**config.mk**
```make
export PLATFORM = sky130hd
export DESIGN_NAME = booth_mul_sched
export DESIGN_NICKNAME = d
export VERILOG_FILES = /design/src/rtl/booth_mul_sched.sv
export SDC_FILE = /design/constraint.sdc
export NUM_CORES = 1
export LEC_CHECK = 0
export BUFFER_PORTS_ARGS = -buffer_cell sky130_fd_sc_hd__buf_2
export CORE_MARGIN = 1
export CORE_UTILIZATION = 44
export CTS_BUF_LIST = sky130_fd_sc_hd__clkbuf_8
export DETAILED_ROUTE_END_ITERATION = 6
export HOLD_SLACK_MARGIN = 0.15
export MAX_ROUTING_LAYER = met4
export PLACE_DENSITY = 0.67
export SLEW_MARGIN = 25
export SYNTH_ARGS = -nofsm -noshare
export SYNTH_HDL_FRONTEND = slang
export SYNTH_SLANG_ARGS = --single-unit
export TNS_END_PERCENT = 100
```
**constraint.sdc**
```tcl
create_clock -name clk -period 3.2 [get_ports clk]
set_input_delay 0.48 -clock clk [delete_from_list [all_inputs] [get_ports clk]]
set_output_delay 0.48 -clock clk [all_outputs]
set_load 0.01 [all_outputs]
```
**src/rtl/booth_mul_sched.sv**
```systemverilog
// Sequential radix-2 Booth multiplier shared by two requesters under round-robin
// arbitration; one add/subtract-and-shift step per clock, result tagged with requester id.
module booth_mul_sched #(
  parameter  int WIDTH = 8,
  localparam int CNT_W = $clog2(WIDTH + 1)
) (
  input  logic               clk,
  input  logic               rst_n,
  input  logic               req0_valid,
  output logic               req0_ready,
  input  logic [WIDTH-1:0]   req0_mplr,
  input  logic [WIDTH-1:0]   req0_mcnd,
  input  logic               req1_valid,
  output logic               req1_ready,
  input  logic [WIDTH-1:0]   req1_mplr,
  input  logic [WIDTH-1:0]   req1_mcnd,
  input  logic               abort,
  output logic               busy,
  output logic               res_valid,
  input  logic               res_ready,
  output logic               res_id,
  output logic [2*WIDTH-1:0] res_product
);

  typedef enum logic [1:0] {IDLE, ITER, DONE} state_t;

  state_t             state;
  logic [WIDTH:0]     a_reg;
  logic [WIDTH:0]     m_reg;
  logic [WIDTH-1:0]   q_reg;
  logic               q_1;
  logic [CNT_W-1:0]   count;
  logic               cur_id;
  logic               last_grant;

  logic               grant0;
  logic               grant1;
  logic [WIDTH-1:0]   sel_mplr;
  logic [WIDTH-1:0]   sel_mcnd;
  logic [WIDTH:0]     a_sum;
  logic [WIDTH:0]     a_shift;
  logic [WIDTH-1:0]   q_shift;

  // On contention the requester that was not granted last time wins.
  assign grant0   = req0_valid & (~req1_valid | last_grant);
  assign grant1   = req1_valid & (~req0_valid | ~last_grant);
  assign sel_mplr = grant1 ? req1_mplr : req0_mplr;
  assign sel_mcnd = grant1 ? req1_mcnd : req0_mcnd;

  // Gated by rst_n so no ready is seen while reset is held.
  assign req0_ready = rst_n & (state == IDLE) & grant0;
  assign req1_ready = rst_n & (state == IDLE) & grant1;
  assign busy       = (state != IDLE);

  // A carries one guard bit so subtracting the most-negative multiplicand cannot overflow.
  always_comb begin
    a_sum = a_reg;
    case ({q_reg[0], q_1})
      2'b01:   a_sum = a_reg + m_reg;
      2'b10:   a_sum = a_reg - m_reg;
      default: a_sum = a_reg;
    endcase
  end

  assign a_shift = {a_sum[WIDTH], a_sum[WIDTH:1]};
  assign q_shift = {a_sum[0], q_reg[WIDTH-1:1]};

  always_ff @(posedge clk or negedge rst_n) begin
    if (!rst_n) begin
      state       <= IDLE;
      a_reg       <= '0;
      m_reg       <= '0;
      q_reg       <= '0;
      q_1         <= 1'b0;
      count       <= '0;
      cur_id      <= 1'b0;
      last_grant  <= 1'b1;
      res_valid   <= 1'b0;
      res_id      <= 1'b0;
      res_product <= '0;
    end else begin
      case (state)
        IDLE: begin
          if (grant0 | grant1) begin
            a_reg      <= '0;
            q_reg      <= sel_mplr;
            q_1        <= 1'b0;
            m_reg      <= {sel_mcnd[WIDTH-1], sel_mcnd};
            count      <= '0;
            cur_id     <= grant1;
            last_grant <= grant1;
            state      <= ITER;
          end
        end
        ITER: begin
          if (abort) begin
            state <= IDLE;
          end else begin
            a_reg <= a_shift;
            q_reg <= q_shift;
            q_1   <= q_reg[0];
            count <= count + CNT_W'(1);
            if (count == CNT_W'(WIDTH - 1)) begin
              state       <= DONE;
              res_product <= {a_shift[WIDTH-1:0], q_shift};
              res_id      <= cur_id;
              res_valid   <= 1'b1;
            end
          end
        end
        DONE: begin
          if (res_ready) begin
            res_valid <= 1'b0;
            state     <= IDLE;
          end
        end
        default: state <= IDLE;
      endcase
    end
  end

endmodule

```
# --- Yosys cells after proc, flatten, opt, wreduce, memory -nomap -nowiden ---
# Cells that the tools add are included.
op_classes:
  addsub: 3
  n_eq_ne: 10
  mux: 24
  bitwise: 12
  n_reduce_logical: 9
op_table:
  columns: ["operator", "n"]
  rows:
  - ["case mux 9 bit (2 select lines)", 2]
  - ["two-way mux 8 bit", 4]
  - ["two-way mux 9 bit", 2]
  - ["case mux 8 bit (2 select lines)", 1]
  - ["adder 9 bit", 1]
  - ["AND reduction 3 bit", 3]
  - ["subtractor 9 bit", 1]
  - ["two-way mux 2 bit", 4]
  - ["two-way mux 4 bit", 2]
  - ["case mux 4 bit (2 select lines)", 1]
  - ["inequality test 2 bit (second input constant)", 3]
  - ["case mux 2 bit (3 select lines)", 1]
  - ["nonzero test 2 bit", 3]
  - ["bitwise AND 1 bit", 5]
  - ["two-way mux 1 bit", 5]
  - ["adder 4 x 1 -> 4 bit (second input constant)", 1]
  - ["equality test 2 x 1 -> 1 bit (second input constant)", 2]
  - ["equality test 2 bit (second input constant)", 2]
  - ["equality test 4 x 3 -> 1 bit (second input constant)", 1]
  - ["inverter 1 bit", 4]
  - ["case mux 1 bit (2 select lines)", 2]
  - ["AND reduction 4 bit", 1]
  - ["inequality test 3 bit (second input constant)", 1]
  - ["bitwise OR 1 bit", 3]
  - ["other kinds (3)", 3]
totals:
  reg_bits: 52
  inputBits: 38
  word_cells: 69

# --- Depth between registers and ports, before layout ---
# Gate-level depths: netlist of run 1.
logic_depth:
  depth_word: 6
  depth_mapped: 12
  depth_no_buf: 12

# --- Least setup slack after synthesis of run 1 ---
# OpenSTA, ideal clock, no wires.
synth_timing:
  path_kind: "register to register"
  start: "register q_1"
  end: "register res_product[13]"
  setup_time_ns: 0.125
  arrival_ns: 2.417
  t_required_ns: 3.075
  path_slack_ns: 0.658
  path_stages_with_launch: 12
  n_path_buf: 1
  period_less_slack_ns: 2.542
  path_cell_list: "dfrtp_1 -> inv_1 -> ha_1 -> buf_2 -> mux2_2 -> fa_1 -> nand2b_1 -> a21oi_1 -> a31oi_1 -> xor2_1 -> o21ai_0 -> mux2_2"
synth_between:
  elab_chain_len: 2
  elab_cells_between_ends: 3
  classes_between: "eq/ne: 2; mux: 1"
synth_lines:
  columns: ["element", "line", "text"]
  rows:
  - ["start: declaration", "31", "logic q_1;"]
  - ["start signal: assignment", "101", "q_1 <= q_reg[0];"]
  - ["equality test 2 bit / equality test 2 x 1 -> 1 bit (equally long branches)", "58", "case ({q_reg[0], q_1})"]
  - ["case mux 9 bit (2 select lines) *", "58", null]
  - ["end signal: assignment", "105", "res_product <= {a_shift[WIDTH-1:0], q_shift};"]
  - ["end: declaration", "22", "output logic [2*WIDTH-1:0] res_product"]
# Mark *: on every way between the ends. The rest lies on a longest branch, timed or not.
# A chain may end at the register's enable or synchronous reset.

# --- Final worst setup path of run 1 ---
# Same ends and word-level chain as after synthesis.

==> flow_metrics.tcl, run 1 <==
set metrics [dict create \
    status "complete, no violations" \
    min_period_over_period_pct 87.5 \
    wl_met3_um 206 \
    cp_num_buf_inv 1 \
    start_kind "flip-flop" \
    crit_path_frequent_cell "mux2_2" \
    synth_edf_count 0 \
    route.met2.wl_mm 2.75 \
    p_leak_nw 1.66 \
    die_height_um 82.6 \
    worst_ep_required_time_ns 3.40 \
    irDropWorstVdd_uv 322 \
    worst_ep_arrival_time_ns 3.00 \
    post-synth-top-area-cell "dfrtp_1" \
    tightest_slew_ns 0.891 \
    start_util_pct 46.9 \
    clk_latency_ns 0.31 \
    syn-num-nets 367 \
    clockBufferDepth 2 \
    finalClockSkew_ns 0.00642 \
    syn-mean-instance-area_um2 9.01 \
    ctsResizeCount 0 \
    endpoint_kind "flip-flop" \
    cts_max_level 2 \
    ios 59 \
    cp_slowest_cell "fa_1" \
    top_layer_used "met4" \
    cts_buffers 5 \
    setup_tns_ns 0 \
    ys.flop_type "dfrtp_1" \
    grt_max_degree 32 \
    drt_iter0_drc 80 \
    multiInputGateArea_mm2 0.00144 \
    slew_headroom_pct 40.2 \
    ant_nets 0 \
    dp_hpwl_mm 4.42 \
    cts_tree "yes" \
    critPathKind "flip-flop to flip-flop" \
    worstSetupPathDepth 10 \
    dieArea_mm2 0.00682 \
    postCtsHoldBufs 1 \
    netlist_top_cells_area "dfrtp_1 44%, nand2_1 8.7%, o21ai_0 6.5%" \
    dr.pass1.iters 4 \
    seq_area_mm2 0.00128 \
    setup_viol 0 \
    slowest_delay_ns 0.42 \
    synth_cells 317 \
    wirelength_mm 5.92 \
    drt-vias-per-instance 5.30 \
    rsz0062_at_grt "no" \
    maxCapViolations 0 \
    wl_met1_mm 2.89 \
    largest_register "res_product" \
    diodes 0 \
    clockRootBuffer "clkbuf_8" \
    gr-total-overflow 0 \
    avgRoutedWirePerCell_um 13.2 \
    vias 2371 \
    fmax_mhz 357 \
    layout_min_cycle_time_ns 2.80 \
    grt.total_usage_pct 20.0 \
    syn_to_final_growth_pct 15.2 \
    first_global_vias 2222 \
    min_path_cells 2 \
    row_count 28 \
    synth_cell_types 43 \
    final_cell_area_mm2 0.00329 \
    grt_pass1_wl_mm 9.96 \
    synth.top_cell.area_share_pct 43.8 \
    r2r_cells 10 \
    drv_slew 0 \
    num-nets-final 421 \
    nFillCells 592 \
    cts_setup_buffers 0 \
    die_w_um 82.6 \
    layout-drive-gt1-share_pct 21.2 \
    cp_max_fo 8 \
    yosysSeqAreaShare_pct 44.7 \
    power.density_mw_per_mm2 853 \
    ys_warn_count 0 \
    synthesis.area_mm2 0.00286 \
    hold_class "input port to flip-flop" \
    post-route-drc-count 0 \
    path_clk_slew_ns 0.09 \
    ys_ff_latch 51 \
    synthArstFlopShare_pct 100 \
    hold_violations 0 \
    antenna_found_initial 0 \
    worstPathCellList "inv_1 > ha_1 > mux2_2 > fa_1 > nand2b_1 > a21oi_1 > a31oi_1 > xor2_1 > o21ai_0 > mux2_2" \
    gp_congestion 0.874 \
    numPortBuffers 58 \
    core_mm2 0.00610 \
    largest_reg_flops 16 \
    post_dp_cell_area_mm2 0.00319 \
    clkSinkCount 51 \
    critPathTopFamily "adder cells" \
]
## path summary, 6_finish.rpt
check,start,endpoint,slack [ns]
worst min-delay path,res_ready,state[1],0.36
max in group asynchronous,rst_n,res_product[12],1.78
min in group asynchronous,rst_n,res_valid,0.65
worst min register to register,res_product[10],res_product[10],0.48
worst max register to register,q_1,res_product[13],0.40
worst max-delay path,q_1,res_product[13],0.40
## synthesized netlist by cell type (2+ instances only)
library cell  number
o31ai_1            3
inv_1             15
a22o_1             4
nand3_1            3
a32oi_1            2
a21oi_1           16
xnor2_1            8
nor3_1             3
mux2_2             4
nand2b_1           4
and3_1             2
dfrtp_1           50
a31oi_1            5
mux2i_1           18
o21ai_1            3
buf_2              4
clkbuf_1           9
o21ai_0           37
xor2_1             6
nand2_1           66
buf_6              2
ha_1              11
nor2_1            22
## power by group
part           switching (W)  internal, W
clock network       0.000221     0.000154
logic               0.000832     0.000641
registers           0.000153     0.000807
## cell type report
class	count	share of cell area, %
Inverter	15	1.71
Tap cell	75	2.85
Multi-Input combinational cell	235	43.9
Clock inverter	3	0.609
Timing Repair Buffer	63	10.0
Sequential cell	51	38.8
Clock buffer	5	2.09
## layout by cell type (no fill, tap or decap), types with 2 or more instances in the layout
master    synthesis  layout
o31ai_1           3       3
a31oi_1           5       5
a22o_1            4       4
o21ai_1           3       4
buf_2             4      58
inv_1            15      16
nand2_1          66      66
clkbuf_8          0       5
mux2i_1          18      18
o21ai_0          37      36
nor3_1            3       3
nor2_1           22      22
xor2_1            6       6
a21oi_1          16      15
buf_4             1       4
ha_1             11      11
and3_1            2       2
dfrtp_1          50      50
nand2b_1          4       4
nand3_1           3       3
mux2_2            4       4
xnor2_1           8       8
a32oi_1           2       2
## layer usage
metal	GRT usage (%)	vias up
met3	4.18	9
met5	-	-
met4	5.52	0
met2	32.0	43
met1	25.7	1123
li1	-	1196
## through the flow
step / setup WS, ns / hold WS, ns / total power (W) / util [%] / instances
final: 0.401 / 0.365 / 0.00281 / 54.0 / 447
after global routing: 0.186 / 0.389 / 0.00308 / 54.0 / 447
after CTS: 0.393 / 0.359 / 0.00283 / 54.0 / 447
after detailed placement: 0.418 / 0.456 / 0.00245 / 52.3 / 438
after global placement: 0.482 / 0.455 / 0.00241 / 52.3 / 438
after floorplan: 0.658 / 0.184 / 0.00212 / - / 317
## cells by family (layout without fill, tap and decap cells)
kind of cell / after synthesis / count (layout) / synth area share [%]
compound gates: 76 / 76 / 15.4
simple gates: 111 / 111 / 17.3
xor+xnor: 14 / 14 / 4.29
buf+inv: 31 / 86 / 4.91
fa+ha+maj: 12 / 12 / 5.52
flops: 51 / 51 / 44.7
mux: 22 / 22 / 7.88
(Power assumes the default switching activity.)
==> run 2, diff against run 1 <==
==> constraint.sdc (replaced) <==
create_clock -name clk -period 3.2 [get_ports clk]
set_input_delay 0.64 -clock clk [delete_from_list [all_inputs] [get_ports clk]]
set_output_delay 0.64 -clock clk [all_outputs]
set_load 0.01 [all_outputs]
==> flow_metrics.tcl, run 2 (synthesis gave the netlist of run 1 again) <==
set metrics [dict create \
    ios 59 \
    fmax_mhz 355 \
    cts_max_level 2 \
    p_int_w 0.00170 \
    power.density_mw_per_mm2 874 \
    cts_tree "yes" \
    min_period_over_period_pct 88.1 \
    drt_iter0_drc 105 \
    final_cell_area_mm2 0.00332 \
    antenna_found_initial 0 \
    tightest_slew_ns 0.718 \
    slew_headroom_pct 52.0 \
    multiInputGateArea_mm2 0.00144 \
    vias 2301 \
    grt.total_usage_pct 19.3 \
    die_w_um 82.6 \
    gp_congestion 0.856 \
    maxCapViolations 0 \
    num-nets-final 421 \
    clockBufferDepth 2 \
    fin_util_pct 54.4 \
    fin_hold_ws_ns 0.300 \
    hold_class "input port to async pin" \
    path_clk_slew_ns 0.09 \
    place_ws_ns 0.422 \
    worst_ep_required_time_ns 3.39 \
    die_height_um 82.6 \
    setup_viol 0 \
    setup_tns_ns 0 \
    core_mm2 0.00610 \
    diodes 0 \
    p_switching_w 0.00120 \
    start_kind "flip-flop" \
    pwr-share-clk_pct 16.0 \
    syn_to_final_growth_pct 16.1 \
    avgRoutedWirePerCell_um 12.9 \
    setup_ws_ns 0.380 \
    seq_area_mm2 0.00128 \
    grt_pass1_wl_mm 9.63 \
    irDropWorstVdd_uv 378 \
    status "complete, no violations" \
    hold_violations 0 \
    numPortBuffers 58 \
    sequentialPowerShare_pct 33.0 \
    clk_latency_ns 0.30 \
    first_global_vias 2088 \
    row_count 28 \
    dp_hpwl_mm 4.28 \
    nFillCells 582 \
    use_met1_pct 26.0 \
    rsz0062_at_grt "no" \
    cts_buffers 5 \
    largest_register "res_product" \
    ant_nets 0 \
    final_common_cell "nand2_1" \
    gr-total-overflow 0 \
    clkSinkCount 51 \
    drt-vias-per-instance 5.15 \
    cp_max_fo 8 \
    start_util_pct 46.9 \
    critPathKind "flip-flop to flip-flop" \
    largest_reg_flops 16 \
    layout_min_cycle_time_ns 2.82 \
    cts_setup_buffers 0 \
    dieArea_mm2 0.00682 \
    p_leak_nw 1.68 \
    worst_ep_arrival_time_ns 3.01 \
    use_met2_pct 29.7 \
    post_dp_cell_area_mm2 0.00320 \
    clockRootBuffer "clkbuf_8" \
    layout-drive-gt1-share_pct 21.8 \
    wirelength_mm 5.78 \
    drv_slew 0 \
    postCtsHoldBufs 0 \
    grt.busiest_layer "met2" \
    grtUsageMet3_pct 2.64 \
    post-route-drc-count 0 \
    final_cell_mix "66 x nand2_1, 58 x buf_2, 50 x dfrtp_1" \
    comb_power_share_pct 51.0 \
    endpoint_kind "flip-flop" \
    dr.pass1.iters 4 \
    finalClockSkew_ns 0.00444 \
    switching_share_pct 41.3 \
    grt_max_degree 31 \
    ctsResizeCount 0 \
]
## run 2: worst max-delay path: stages, from the launching register on
cell	delay (ns)
dfrtp_1	0.38
inv_1	0.05
ha_1	0.32
mux2_2	0.41
fa_1	0.42
nand2b_1	0.16
a21oi_1	0.24
a31oi_1	0.15
xor2_1	0.16
o21ai_0	0.12
mux2_2	0.30
## run 2: metrics by stage
| step | instances | total power [W] |
|---|---|---|
| after global placement | 439 | 0.00241 |
| after CTS | 447 | 0.00292 |
| after global routing | 447 | 0.00317 |
| final | 447 | 0.00290 |
| after floorplan | 317 | 0.00212 |
| after detailed placement | 439 | 0.00245 |
## run 2: area by class of cell
cell class	count	share of cell area, %
multi-input combinational	235	43.5
sequential	51	38.5
timing repair buffer	63	9.89
tap	75	2.83
clock buffer	6	2.49
inverter	15	1.70
clock inverter	2	1.06
## run 2: final timing paths
kind	start	endpoint	slack (ns)	cells after the start
worst max-delay path	q_1	res_product[13]	0.38	10
worst min-delay path	rst_n	res_valid	0.30	1
worst max register to register	q_1	res_product[13]	0.38	10
worst min register to register	res_product[9]	res_product[9]	0.48	2
max in group asynchronous	rst_n	count[1]	2.13	2
min in group clk	res_product[9]	res_product[9]	0.48	2
## run 2: metal layers
metal	up-vias	routed length [um]
li1	1200	-
met1	1048	2920
met2	44	2550
met3	9	199
met4	0	113
met5	-	0
## run 2: power by group through the flow
stage          logic (W)  registers (W)  clock network, W
2_1_floorplan    0.00119       0.000931                 0
5_1_grt          0.00169       0.000981          0.000502
4_1_cts          0.00149       0.000956          0.000476
6_report         0.00148       0.000956          0.000464
3_5_place_dp     0.00148       0.000965                 0
3_3_place_gp     0.00145       0.000963                 0
